<file path="config.mk">
export PLATFORM = sky130hd
export DESIGN_NAME = muldiv_unit
export DESIGN_NICKNAME = d
export VERILOG_FILES = /design/src/rtl/muldiv_pkg.sv /design/src/rtl/muldiv_datapath.sv /design/src/rtl/muldiv_unit.sv
export SDC_FILE = /design/constraint.sdc
export NUM_CORES = 1
export LEC_CHECK = 0
export CAP_MARGIN = 25
export CORE_ASPECT_RATIO = 0.8
export CORE_MARGIN = 1.5
export CORE_UTILIZATION = 60
export DETAILED_ROUTE_END_ITERATION = 6
export PLACE_DENSITY = 0.9
export SLEW_MARGIN = 20
export SYNTH_ARGS = -nofsm -noshare
export SYNTH_HDL_FRONTEND = slang
export SYNTH_SLANG_ARGS = --single-unit
</file>
<file path="constraint.sdc">
create_clock -name clk -period 7.5 [get_ports clk]
set_clock_uncertainty 0.2 [all_clocks]
set_input_delay 1.5 -clock clk [delete_from_list [all_inputs] [get_ports clk]]
set_output_delay 1.5 -clock clk [all_outputs]
set_load 0.01 [all_outputs]
</file>
<file path="src/rtl/muldiv_pkg.sv">
// muldiv_pkg: shared op encodings, FSM states and default width for the multiply/divide unit
package muldiv_pkg;
    localparam int WIDTH_DEF = 32;
    localparam logic [1:0] OP_MULT  = 2'b00;
    localparam logic [1:0] OP_MULTU = 2'b01;
    localparam logic [1:0] OP_DIV   = 2'b10;
    localparam logic [1:0] OP_DIVU  = 2'b11;
    typedef enum logic [1:0] {IDLE, BUSY, DONE} state_t;
endpackage

</file>
<file path="src/rtl/muldiv_datapath.sv">
// muldiv_datapath: magnitude shift-add multiplier / restoring divider with final sign fix
module muldiv_datapath
    import muldiv_pkg::*;
#(
    parameter int WIDTH = WIDTH_DEF
) (
    input  logic             clk,
    input  logic             rst,
    input  logic             load,
    input  logic             step,
    input  logic [1:0]       op,
    input  logic [WIDTH-1:0] rs_val,
    input  logic [WIDTH-1:0] rt_val,
    output logic             last,
    output logic [WIDTH-1:0] res_hi,
    output logic [WIDTH-1:0] res_lo
);
    localparam int CW = $clog2(WIDTH);
    logic [2*WIDTH-1:0] acc_q, acc_d, mul_nx, prod;
    logic [WIDTH:0]     rem_q, rem_d, sh, rem_nx, sum;
    logic [WIDTH-1:0]   opnd_q, opnd_d, mag_a, mag_b, q_nx, rem_mag;
    logic [CW-1:0]      cnt_q, cnt_d;
    logic               div_q, div_d, neg_lo_q, neg_lo_d, neg_hi_q, neg_hi_d;
    logic               sgn, sa, sb, ge;
    always_comb begin
        sgn     = (op == OP_MULT) || (op == OP_DIV);
        sa      = sgn & rs_val[WIDTH-1];
        sb      = sgn & rt_val[WIDTH-1];
        mag_a   = sa ? -rs_val : rs_val;
        mag_b   = sb ? -rt_val : rt_val;
        sum     = {1'b0, acc_q[2*WIDTH-1:WIDTH]} + (acc_q[0] ? {1'b0, opnd_q} : '0);
        mul_nx  = {sum, acc_q[WIDTH-1:1]};
        sh      = {rem_q[WIDTH-1:0], acc_q[WIDTH-1]};
        ge      = sh >= {1'b0, opnd_q};
        rem_nx  = ge ? sh - {1'b0, opnd_q} : sh;
        q_nx    = {acc_q[WIDTH-2:0], ge};
        // results are taken from the post-step values so HI/LO land on the last iteration's edge
        prod    = neg_lo_q ? -mul_nx : mul_nx;
        rem_mag = rem_nx[WIDTH-1:0];
        res_hi  = div_q ? (neg_hi_q ? -rem_mag : rem_mag) : prod[2*WIDTH-1:WIDTH];
        res_lo  = div_q ? (neg_lo_q ? -q_nx : q_nx) : prod[WIDTH-1:0];
        last    = cnt_q == CW'(WIDTH - 1);
        acc_d    = acc_q;
        rem_d    = rem_q;
        opnd_d   = opnd_q;
        cnt_d    = cnt_q;
        div_d    = div_q;
        neg_lo_d = neg_lo_q;
        neg_hi_d = neg_hi_q;
        if (load) begin
            div_d    = (op == OP_DIV) || (op == OP_DIVU);
            opnd_d   = div_d ? mag_b : mag_a;
            acc_d    = {{WIDTH{1'b0}}, div_d ? mag_a : mag_b};
            rem_d    = '0;
            cnt_d    = '0;
            // divide by zero keeps the all-ones quotient unsigned-looking
            neg_lo_d = (sa ^ sb) & ~(div_d & (rt_val == '0));
            neg_hi_d = sa;
        end else if (step) begin
            acc_d = div_q ? {acc_q[2*WIDTH-1:WIDTH], q_nx} : mul_nx;
            rem_d = div_q ? rem_nx : rem_q;
            cnt_d = cnt_q + CW'(1);
        end
    end
    always_ff @(posedge clk) begin
        if (rst) begin
            acc_q    <= '0;
            rem_q    <= '0;
            opnd_q   <= '0;
            cnt_q    <= '0;
            div_q    <= 1'b0;
            neg_lo_q <= 1'b0;
            neg_hi_q <= 1'b0;
        end else begin
            acc_q    <= acc_d;
            rem_q    <= rem_d;
            opnd_q   <= opnd_d;
            cnt_q    <= cnt_d;
            div_q    <= div_d;
            neg_lo_q <= neg_lo_d;
            neg_hi_q <= neg_hi_d;
        end
    end
endmodule

</file>
<file path="src/rtl/muldiv_unit.sv">
// muldiv_unit: iterative MULT/MULTU/DIV/DIVU unit owning HI/LO and stalling the pipeline while busy
module muldiv_unit
    import muldiv_pkg::*;
#(
    parameter int WIDTH = WIDTH_DEF
) (
    input  logic             clk,
    input  logic             rst,
    input  logic             op_valid,
    input  logic [1:0]       op,
    input  logic [WIDTH-1:0] rs_val,
    input  logic [WIDTH-1:0] rt_val,
    input  logic             pipe_stall,
    input  logic             mthi,
    input  logic             mtlo,
    input  logic [WIDTH-1:0] wdata,
    output logic [WIDTH-1:0] hi,
    output logic [WIDTH-1:0] lo,
    output logic             stall,
    output logic             busy
);
    state_t           state_q, state_d;
    logic [WIDTH-1:0] hi_q, hi_d, lo_q, lo_d, res_hi, res_lo;
    logic             load, step, finish, last, mt_ok;
    muldiv_datapath #(.WIDTH(WIDTH)) u_dp (
        .clk    (clk),
        .rst    (rst),
        .load   (load),
        .step   (step),
        .op     (op),
        .rs_val (rs_val),
        .rt_val (rt_val),
        .last   (last),
        .res_hi (res_hi),
        .res_lo (res_lo)
    );
    always_comb begin
        load    = (state_q == IDLE) && op_valid;
        step    = state_q == BUSY;
        finish  = step && last;
        state_d = load ? BUSY : finish ? DONE : (state_q == DONE && !pipe_stall) ? IDLE : state_q;
        mt_ok   = state_q != BUSY;
        hi_d    = finish ? res_hi : (mthi && mt_ok) ? wdata : hi_q;
        lo_d    = finish ? res_lo : (mtlo && mt_ok) ? wdata : lo_q;
    end
    always_ff @(posedge clk) begin
        if (rst) begin
            state_q <= IDLE;
            hi_q    <= '0;
            lo_q    <= '0;
        end else begin
            state_q <= state_d;
            hi_q    <= hi_d;
            lo_q    <= lo_d;
        end
    end
    assign stall = load || step;
    assign busy  = step;
    assign hi    = hi_q;
    assign lo    = lo_q;
endmodule
</file>
### Word level (Yosys, flattened, before mapping)

Index checks and enable logic that the tools add are counted.

| storage, ports and cells | value |
|---|---|
| bits in registers | 202 |
| input port bits | 104 |
| word-level logic and storage cells | 75 |

| operators by class | value |
|---|---|
| add/sub/neg operators | 8 |
| order comparisons | 1 |
| equal/unequal tests | 6 |
| muxes and demuxes | 21 |
| bitwise gates (word level) | 7 |
| reduce and logical (&&, ||, !) cells | 20 |

Operator list:

| operator | count |
|---|---|
| 32-bit two-way mux | 17 |
| 32-bit negator | 4 |
| 64-bit two-way mux | 1 |
| 64-bit negator | 1 |
| 32-bit by 32-bit adder with 33-bit output | 1 |
| 33-bit by 32-bit >= comparator with 1-bit output | 1 |
| 32-bit zero test | 1 |
| 32-bit subtractor | 1 |
| 2-bit nonzero test | 4 |
| 2-bit == test, second input constant | 3 |
| 5-bit by 1-bit adder with 5-bit output, second input constant | 1 |
| 5-bit == test, second input constant | 1 |
| 1-bit logical AND | 5 |
| 1-bit AND | 4 |
| 2-bit zero test | 2 |
| 2-bit two-way mux | 2 |
| 2-bit AND reduction | 2 |
| 1-bit logical OR | 3 |
| 3-bit nonzero test | 1 |
| 2-bit by 1-bit == test with 1-bit output, second input constant | 1 |
| 2-bit by 1-bit != test with 1-bit output, second input constant | 1 |
| 1-bit NOT | 2 |
| 2-bit OR reduction | 1 |
| 1-bit zero test | 1 |
| other kinds (2) | 2 |

### Depth between registers and ports, before layout

| logic depth | value |
|---|---|
| depth in word-level cells | 6 |
| mapped depth | 24 |

### Modules after synthesis

A second synthesis with hierarchy kept.

| unflattened totals | value |
|---|---|
| cells, all modules | 2,605 |
| area, all modules | 18,844.3 µm² |

By module, submodules not included:

| module | times used | cells each | area each (µm²) |
|---|---|---|---|
| muldiv_datapath | 1 | 2,250 | 15,502.4 |
| muldiv_unit | 1 | 355 | 3,342.0 |

### Worst setup path before layout

OpenSTA, ideal clock, no wires.

| timing path | value |
|---|---|
| path kind | register to register |
| from | reg u_dp.opnd_q[8] |
| to | reg hi_q[26] (netlist: hi[26]) |
| library setup time | 0.091 ns |
| arrival time | 5.007 ns |
| data required time | 7.209 ns |
| setup slack | 2.202 ns |
| cell stages (with the launch flop) | 23 |
| path buffers | 5 |
| clock period less this slack | 5.298 ns |
| cells stage by stage | dfxtp_1 inv_1 ha_1 clkbuf_1 nand4_1 or2_2 a211oi_1 o311ai_1 nand2_1 buf_2 buf_2 buf_2 buf_1 a21oi_1 inv_1 ha_1 inv_1 nor4b_1 a31oi_1 o41ai_1 xnor2_1 nand3_1 a311oi_1 |

| between the ends | value |
|---|---|
| longest elaborated chain between the ends | 6 |

Ends and longest elaborated chain:

| what | line | source |
|---|---|---|
| from (decl) | muldiv_datapath.sv:21 | `logic [WIDTH-1:0] opnd_q, opnd_d, mag_a, mag_b, q_nx, rem_mag;` |
| from (signal assigned) | muldiv_datapath.sv:77 | `opnd_q <= opnd_d;` |
| 32-bit two-way mux (tied with other cells) | muldiv_datapath.sv:31 | `sum = {1'b0, acc_q[2*WIDTH-1:WIDTH]} + (acc_q[0] ? {1'b0, opnd_q} : '0);` |
| 32-bit by 32-bit adder with 33-bit output or 32-bit two-way mux (tied branches) | muldiv_datapath.sv:31, muldiv_datapath.sv:35 |  |
| 64-bit negator or 32-bit negator (tied branches) | muldiv_datapath.sv:38, muldiv_datapath.sv:40 |  |
| 64-bit two-way mux or 32-bit two-way mux (tied branches) | muldiv_datapath.sv:38, muldiv_datapath.sv:40 |  |
| 32-bit two-way mux * | muldiv_datapath.sv:40 | `res_hi = div_q ? (neg_hi_q ? -rem_mag : rem_mag) : prod[2*WIDTH-1:WIDTH];` |
| 32-bit two-way mux * | muldiv_unit.sv:43 | `hi_d = finish ? res_hi : (mthi && mt_ok) ? wdata : hi_q;` |
| to (signal assigned) | muldiv_unit.sv:53 | `hi_q <= hi_d;` |
| to (decl) | muldiv_unit.sv:23 | `logic [WIDTH-1:0] hi_q, hi_d, lo_q, lo_d, res_hi, res_lo;` |

Mark *: on every way between the ends. The rest lies on a longest branch, timed or not.
A chain may end at the register's enable or synchronous reset.

### Final worst setup path

| timing path | value |
|---|---|
| from | reg u_dp.acc_q[0] |
| to | reg hi_q[26] (netlist: hi[26]) |

| between the ends | value |
|---|---|
| longest elaborated chain between the ends | 6 |

Ends and longest elaborated chain:

| what | line | source |
|---|---|---|
| from (decl) | muldiv_datapath.sv:19 | `logic [2*WIDTH-1:0] acc_q, acc_d, mul_nx, prod;` |
| from (signal assigned) | muldiv_datapath.sv:67 | `acc_q <= '0;` |
| from (signal assigned) | muldiv_datapath.sv:75 | `acc_q <= acc_d;` |
| 32-bit two-way mux * | muldiv_datapath.sv:31 |  |
| 32-bit by 32-bit adder with 33-bit output * | muldiv_datapath.sv:31 |  |
| 64-bit negator | muldiv_datapath.sv:38 | `prod = neg_lo_q ? -mul_nx : mul_nx;` |
| 64-bit two-way mux * | muldiv_datapath.sv:38 |  |
| 32-bit two-way mux * | muldiv_datapath.sv:40 |  |
| 32-bit two-way mux * | muldiv_unit.sv:43 |  |

Marks and branches as above.

==> out/qor.csv <==
stage;metric;value;unit
run_status;status;finished clean;
pwr;power_frac_seq;32.2;%
cts;clk_pin_slew;0.06;ns
synth;avgSynthCellArea;7.02;um2
worst_hold_path;whs_endpoint;u_dp.opnd_q[2];
critical_path;path_class;reg -> reg;
pwr;leakagePower;0.00783;uW
critical_path;cp_cell_sequence;clkinv_1, buf_4, nor2_1, ha_1, a21o_1, a211oi_1, nor3_1, o21ai_0, xnor2_1, or4_1, or4_1, o31ai_1, xor2_1, or3_1, a311oi_1;
synth;ys_top_cells_by_area;dfxtp_1 (22%), nor2_1 (6.9%), a21oi_1 (6.5%);
drt;drc_errors;0;
worst_hold_path;hold_path_class;reg -> reg;
critical_path;crit_fanout;27;
finish;final_common_cell;nor2_1;
sta;rsz0062_at_grt;false;
sta;worst-slew-pin-transition;1.13;ns
synth;synth_warnings;0;
place;place_congestion;1.05;
synth;synth_cells;2631;
critical_path;r2r-start;u_dp.acc_q[0];
global_routing;grt_max_degree;94;
critical_path;rrSetupSlack;1.41;ns
sta;period_needed;6.09;ns
pwr;p_clk_share;33.0;%
drt;dr.pass1.iters;6;
synth;synth-seq-area-share;21.9;%
finish;syn_to_final_growth;13.0;%
place;io_buffers;169;
synth;synth.distinct_cells;88;
pwr;netSwitchingPower;1440;uW
floorplanning;die_height;160;um
global_routing;grt_pass1_wl;107000;um
critical_path;worstRegToRegCells;15;
drt;routedWlPerCell;23.3;um
synth;netlist.area_leader.share;21.9;%
synth;synth_edf_count;0;
floorplanning;rows;57;
global_routing;grtUsageTotal;43.3;%
critical_path;arrival;6.36;ns
drt;vias;21100;
cts;ctsLongestPathBuffers;3;
synth;synthesis.nets;2808;
sta;drv_slew;0;
critical_path;critPathCaptureType;flop;
drt;postRouteAntennaNets;0;
cts;cts_max_level;1;
flow_run;maxCapViolCount;0;
finish;antenna_cells;0;
floorplanning;dieWidth;199;um
synth;synth-seq-cells;202;
sta;hold_viol_final;0;
critical_path;cp_common_cell;or4_1;
finish;fin_nets;2816;
critical_path;critical-path-max-stage-delay;0.67;ns
synth;synthesis.area;18500;um2
sta;max_freq;164;MHz
global_routing;grt_pass1_vias;18300;
place;hpwlAfterDp;53900;um
worst_hold_path;min_path_cells;2;
cts;cts_hold_buf;0;
sta;setup_viol;0;
pwr;p_per_area;180;nW/um2
place;placedCellCount;3025;
cts;cts_tree;done;
sta;finalCritPeriodShare;81.2;%
finish;layout.cells.non_filler;3068;
cts;cts_buffers;23;
floorplanning;die_area;31900;um2
floorplanning;core_area;30300;um2
cts;post_cts_buffers;0;
worst_hold_path;min_from;u_dp.opnd_q[2];
cts;cts_sinks;202;
pwr;swShare;38.3;%
pwr;power.internal;2330;uW
critical_path;cp_slowest_cell;or4_1;
cts;cts_root_buffer;clkbuf_16;
floorplanning;ios;170;
drt;drt-total-wl;71600;um
synth;netlist.top_cell.by_area;dfxtp_1;
drt;vias_per_cell;6.88;
critical_path;crit_buf_inv;2;
cts;cts_resized;0;
cts;insertion_delay;0.57;ns
synth;synthFlopType;dfxtp_1;
global_routing;grt_overflow;0;
drt;drtIter0Drc;2984;
sta;whs;0.254;ns
sta;max-slew-margin-rel;23.0;%
sta;tns;0;ns
critical_path;required;7.77;ns
floorplanning;start_util;61.0;%
finish;layout-drive-gt1-share;4.63;%
critical_path;r2r-end;hi[26];
pwr;comb_power_share;34.8;%
pwr;peakVddDrop;0.000187;V
critical_path;path_delay_family;simple AND/OR/NAND/NOR gates;
global_routing;antenna_found_initial;2;
synth;async_reset_ff_share;0;%
critical_path;startpoint_type;flop;
finish;final_cell_mix;nor2_1 (338), nand2_1 (315), a21oi_1 (239), dfxtp_1 (200), clkdlybuf4s50_1 (167);
==> state kept, by name, summed over array words and instances (netlist names) <==
| signal | count |
|---|---|
| hi | 32 |
| lo | 32 |
| state_q | 2 |
| u_dp.acc_q | 64 |
| u_dp.cnt_q | 5 |
| u_dp.div_q | 1 |
| u_dp.neg_hi_q | 1 |
| u_dp.neg_lo_q | 1 |
| u_dp.opnd_q | 32 |
| u_dp.rem_q | 32 |
==> final cells by class <==
class | instances | area [um2]
clock buffer | 28 | 614
clock inverter | 13 | 184
fill | 2548 | 9430
inverter | 73 | 274
multi-input combinational | 2146 | 13400
sequential | 202 | 4050
tap | 413 | 517
timing repair buffer | 193 | 1870
==> tightest hold or removal path, stage by stage (launching register included) <==
cell and delay [ns]:
dfxtp_1 0.31, nand2_1 0.05, a21oi_1 0.05
==> cells by family (layout without fill, tap and decap cells) <==
kind of cell / count (synthesis) / count (layout) / synth area share [%]
xor+xnor: 199 / 199 / 9.43
simple gates: 991 / 991 / 24.7
compound gates: 802 / 802 / 28.6
fa+ha+maj: 73 / 73 / 5.02
mux: 81 / 81 / 4.52
flops: 202 / 202 / 21.9
buf+inv: 283 / 307 / 5.87
==> Yosys cell counts (all sizes together) (6+ instances only) <==
| cell type | count |
|---|---|
| nor3 | 52 |
| nor4 | 26 |
| a31o | 6 |
| a221o | 6 |
| mux2 | 10 |
| a211oi | 98 |
| mux2i | 70 |
| and2 | 14 |
| xor2 | 95 |
| o21ai | 143 |
| nand4 | 26 |
| o21a | 14 |
| nand3 | 57 |
| a31oi | 22 |
| a311oi | 47 |
| nor2 | 340 |
| clkbuf | 177 |
| nand2b | 22 |
| or4 | 26 |
| o211ai | 61 |
| nand2 | 316 |
| nor3b | 8 |
| and3 | 18 |
| xnor2 | 104 |
| buf | 33 |
| o221ai | 7 |
| or3 | 30 |
| nor2b | 11 |
| a211o | 10 |
| o41ai | 18 |
| a2111oi | 8 |
| o31ai | 32 |
| a21o | 22 |
| or2 | 16 |
| nand3b | 11 |
| dfxtp | 202 |
| and4 | 8 |
| inv | 71 |
| o22ai | 13 |
| a21oi | 240 |
| ha | 71 |
==> metal layers <==
layer	global-route usage [%]	routed length, um	vias to the layer above
met2	59.9	28000	1549
met5	0	32	-
met1	64.3	30300	9800
li1	-	-	9552
met4	14.0	2940	4
met3	11.1	10300	190
==> how the worst max path moves through the flow <==
stage	slack [ns]	from	depth (start not counted)	to
after detailed placement	1.67	u_dp.acc_q[0]	15	hi[26]
after CTS	1.62	u_dp.acc_q[0]	15	hi[26]
after global routing	1.17	u_dp.acc_q[0]	15	hi[26]
after global placement	1.64	u_dp.acc_q[0]	15	hi[26]
final	1.41	u_dp.acc_q[0]	15	hi[26]
after floorplan	2.20	u_dp.opnd_q[8]	22	hi[26]
==> power by group through the flow <==
stage | Sequential [uW] | Clock (uW) | Combinational (uW)
after floorplan | 1190 | 0 | 860
after global placement | 1230 | 0 | 1230
after detailed placement | 1230 | 0 | 1250
after CTS | 1210 | 1240 | 1250
after global routing | 1220 | 1280 | 1390
final | 1210 | 1240 | 1310
==> through the flow <==
step                utilization (%)  total power, uW  worst slack (ns)  area (um2)
floorplan                         -             2050              2.20       18500
global placement               66.2             2450              1.64       20100
detailed placement             66.2             2470              1.67       20100
CTS                            68.8             3700              1.62       20900
global route                   68.9             3890              1.17       20900
finish                         68.9             3770              1.41       20900
No activity file was read; power rests on OpenSTA's default activity.
==> RTL edit: new RTL, same flow settings <==
Change the package constant `WIDTH_DEF` from 32 to 16.
--- a/src/rtl/muldiv_pkg.sv
+++ b/src/rtl/muldiv_pkg.sv
@@ -1,5 +1,5 @@
 // muldiv_pkg: shared op encodings, FSM states and default width for the multiply/divide unit
 package muldiv_pkg;
-    localparam int WIDTH_DEF = 32;
+    localparam int WIDTH_DEF = 16;
     localparam logic [1:0] OP_MULT  = 2'b00;
     localparam logic [1:0] OP_MULTU = 2'b01;
Ports: changed (5 resized); port bits go from 170 to 90. The function was not compared with the original's and may differ.
==> RTL edit against the unedited design <==
- final cell count shrank 53%
- sequential cell count shrank 97
- wire length shrank 63%
- worst setup slack gained 1.1 ns
- synthesized area shrank 52%
- power shrank 54%
- sequential share of layout area grew 1.7 points
- combinational power shrank 52%
- design area shrank 52%
- via count shrank 56%
==> RTL edit: results (changes against the unedited design) <==
Status
  – Outcome: finished clean (unchanged)

Cells and area
  – Nets@finish: 1345 (was 2816)
  – Finished Layout Cells: 1438 (was 3068)
  – Max reg flops: 32 (was 64)
  – Share of layout cells above drive strength 1: 4.23% (was 4.63%)

Route
  – Routed wire length: 26500 um (was 71600 um)
  – Drt first pass iters: 5 (was 6)
  – Drt via density: 6.39 (was 6.88)
  – Initial DRC Count: 1201 (was 2984)

Placement
  – Final GP Congestion: 0.995 (was 1.05)
  – Port buffer count: 89 (was 169)

Worst setup path
  – Worst R2R End: hi[8] (was hi[26])
  – Reg2Reg Launch Point: u_dp.rem_q[3] (was u_dp.acc_q[0])
  – Largest stage delay, worst path: 0.60 ns (was 0.67 ns)
  – Flop-to-flop setup slack: 2.56 ns (was 1.41 ns)
  – R2R cell count: 20 (was 15)
  – CP Data Arrival Time: 3.29 ns (was 6.36 ns)

Hold path
  – Hold EP: u_dp.opnd_q[7] (was u_dp.opnd_q[2])
  – Hold Crit Start: u_dp.opnd_q[7] (was u_dp.opnd_q[2])

Clock tree
  – CTS Buffer Depth: 2 (was 3)
  – Later-pin clock latency in the skew report: 0.36 ns (was 0.57 ns)
  – H-tree levels: 3 (was 1)
  – CTS buffer count: 9 (was 23)

Global route
  – Vias in the first global route: 8200 (was 18300)
  – First-pass GRT wire length: 42200 um (was 107000 um)
  – Largest net degree at the start of global routing: 67 (was 94)
  – Global-route usage over all layers: 33.6% (was 43.3%)

Synth
  – Synth Net Count: 1315 (was 2808)
  – Average size of a mapped cell: 7.21 um^2 (was 7.02 um^2)
  – Largest cells by area after synthesis: dfxtp_1, a21oi_1, xnor2_1, nand2_1, nor2_1 (was dfxtp_1, nor2_1, a21oi_1, nand2_1, xnor2_1)
  – Synth cell types: 79 (was 88)

Power
  – Peak VDD IR: 0.144 mV (was 0.187 mV)
  – Leak: 3.80 nW (was 7.83 nW)

STA
  – Worst hold margin: 0.256 ns (was 0.254 ns)
  – Slew @ Worst Pin: 0.874 ns (was 1.13 ns)
[RTL edit: changes by cell type in the layout (fill, tap and decap cells not counted), sizes merged, moves of 79 or more]
| cell | unedited run | this run |
|---|---|---|
| a21oi | 240 | 125 |
| clkdlybuf4s50 | 167 | 88 |
| dfxtp | 202 | 105 |
| nand2 | 316 | 153 |
| nor2 | 340 | 154 |
| o21ai | 143 | 46 |
[RTL edit: final cells by class]
class                      count  area, um^2  area share (%)
clock buffer                  11         243            2.43
timing repair buffer         101         976            9.79
tap                          184         230            2.31
clock inverter                 5        46.3           0.464
inverter                      48         180            1.81
sequential                   105        2100            21.1
multi-input combinational    984        6190            62.1
[RTL edit: per-layer routing]
metal,track usage [%],share of wire (%)
met5,0,0
met4,11.6,2.8
met3,9.63,12
met2,48.4,42
met1,47.8,43
[RTL edit: how the worst max path moves through the flow]
| stage | from | endpoint | slack (ns) | cells after the start |
|---|---|---|---|---|
| after floorplan | u_dp.opnd_q[8] | hi[8] | 3.18 | 23 |
| after global placement | op_valid | stall | 2.50 | 5 |
| after detailed placement | op_valid | stall | 2.50 | 5 |
| after CTS | op_valid | stall | 2.51 | 5 |
| after global routing | u_dp.rem_q[3] | hi[8] | 2.09 | 20 |
| final | op_valid | stall | 2.51 | 5 |
[RTL edit: kinds of logic after synthesis]
family | count (synthesis) | share of synthesized area (%)
flops | 105 | 23.9
simple gates | 452 | 23.3
mux | 42 | 4.97
fa+ha+maj | 40 | 5.86
xor+xnor | 104 | 10.4
buf+inv | 130 | 5.78
compound gates | 346 | 25.8
[RTL edit: power breakdown]
group | internal, mW | switching, mW | total (mW)
Combinational | 0.250 | 0.380 | 0.630
Sequential | 0.587 | 0.0367 | 0.624
Clock | 0.241 | 0.236 | 0.477
Total | 1.08 | 0.652 | 1.73
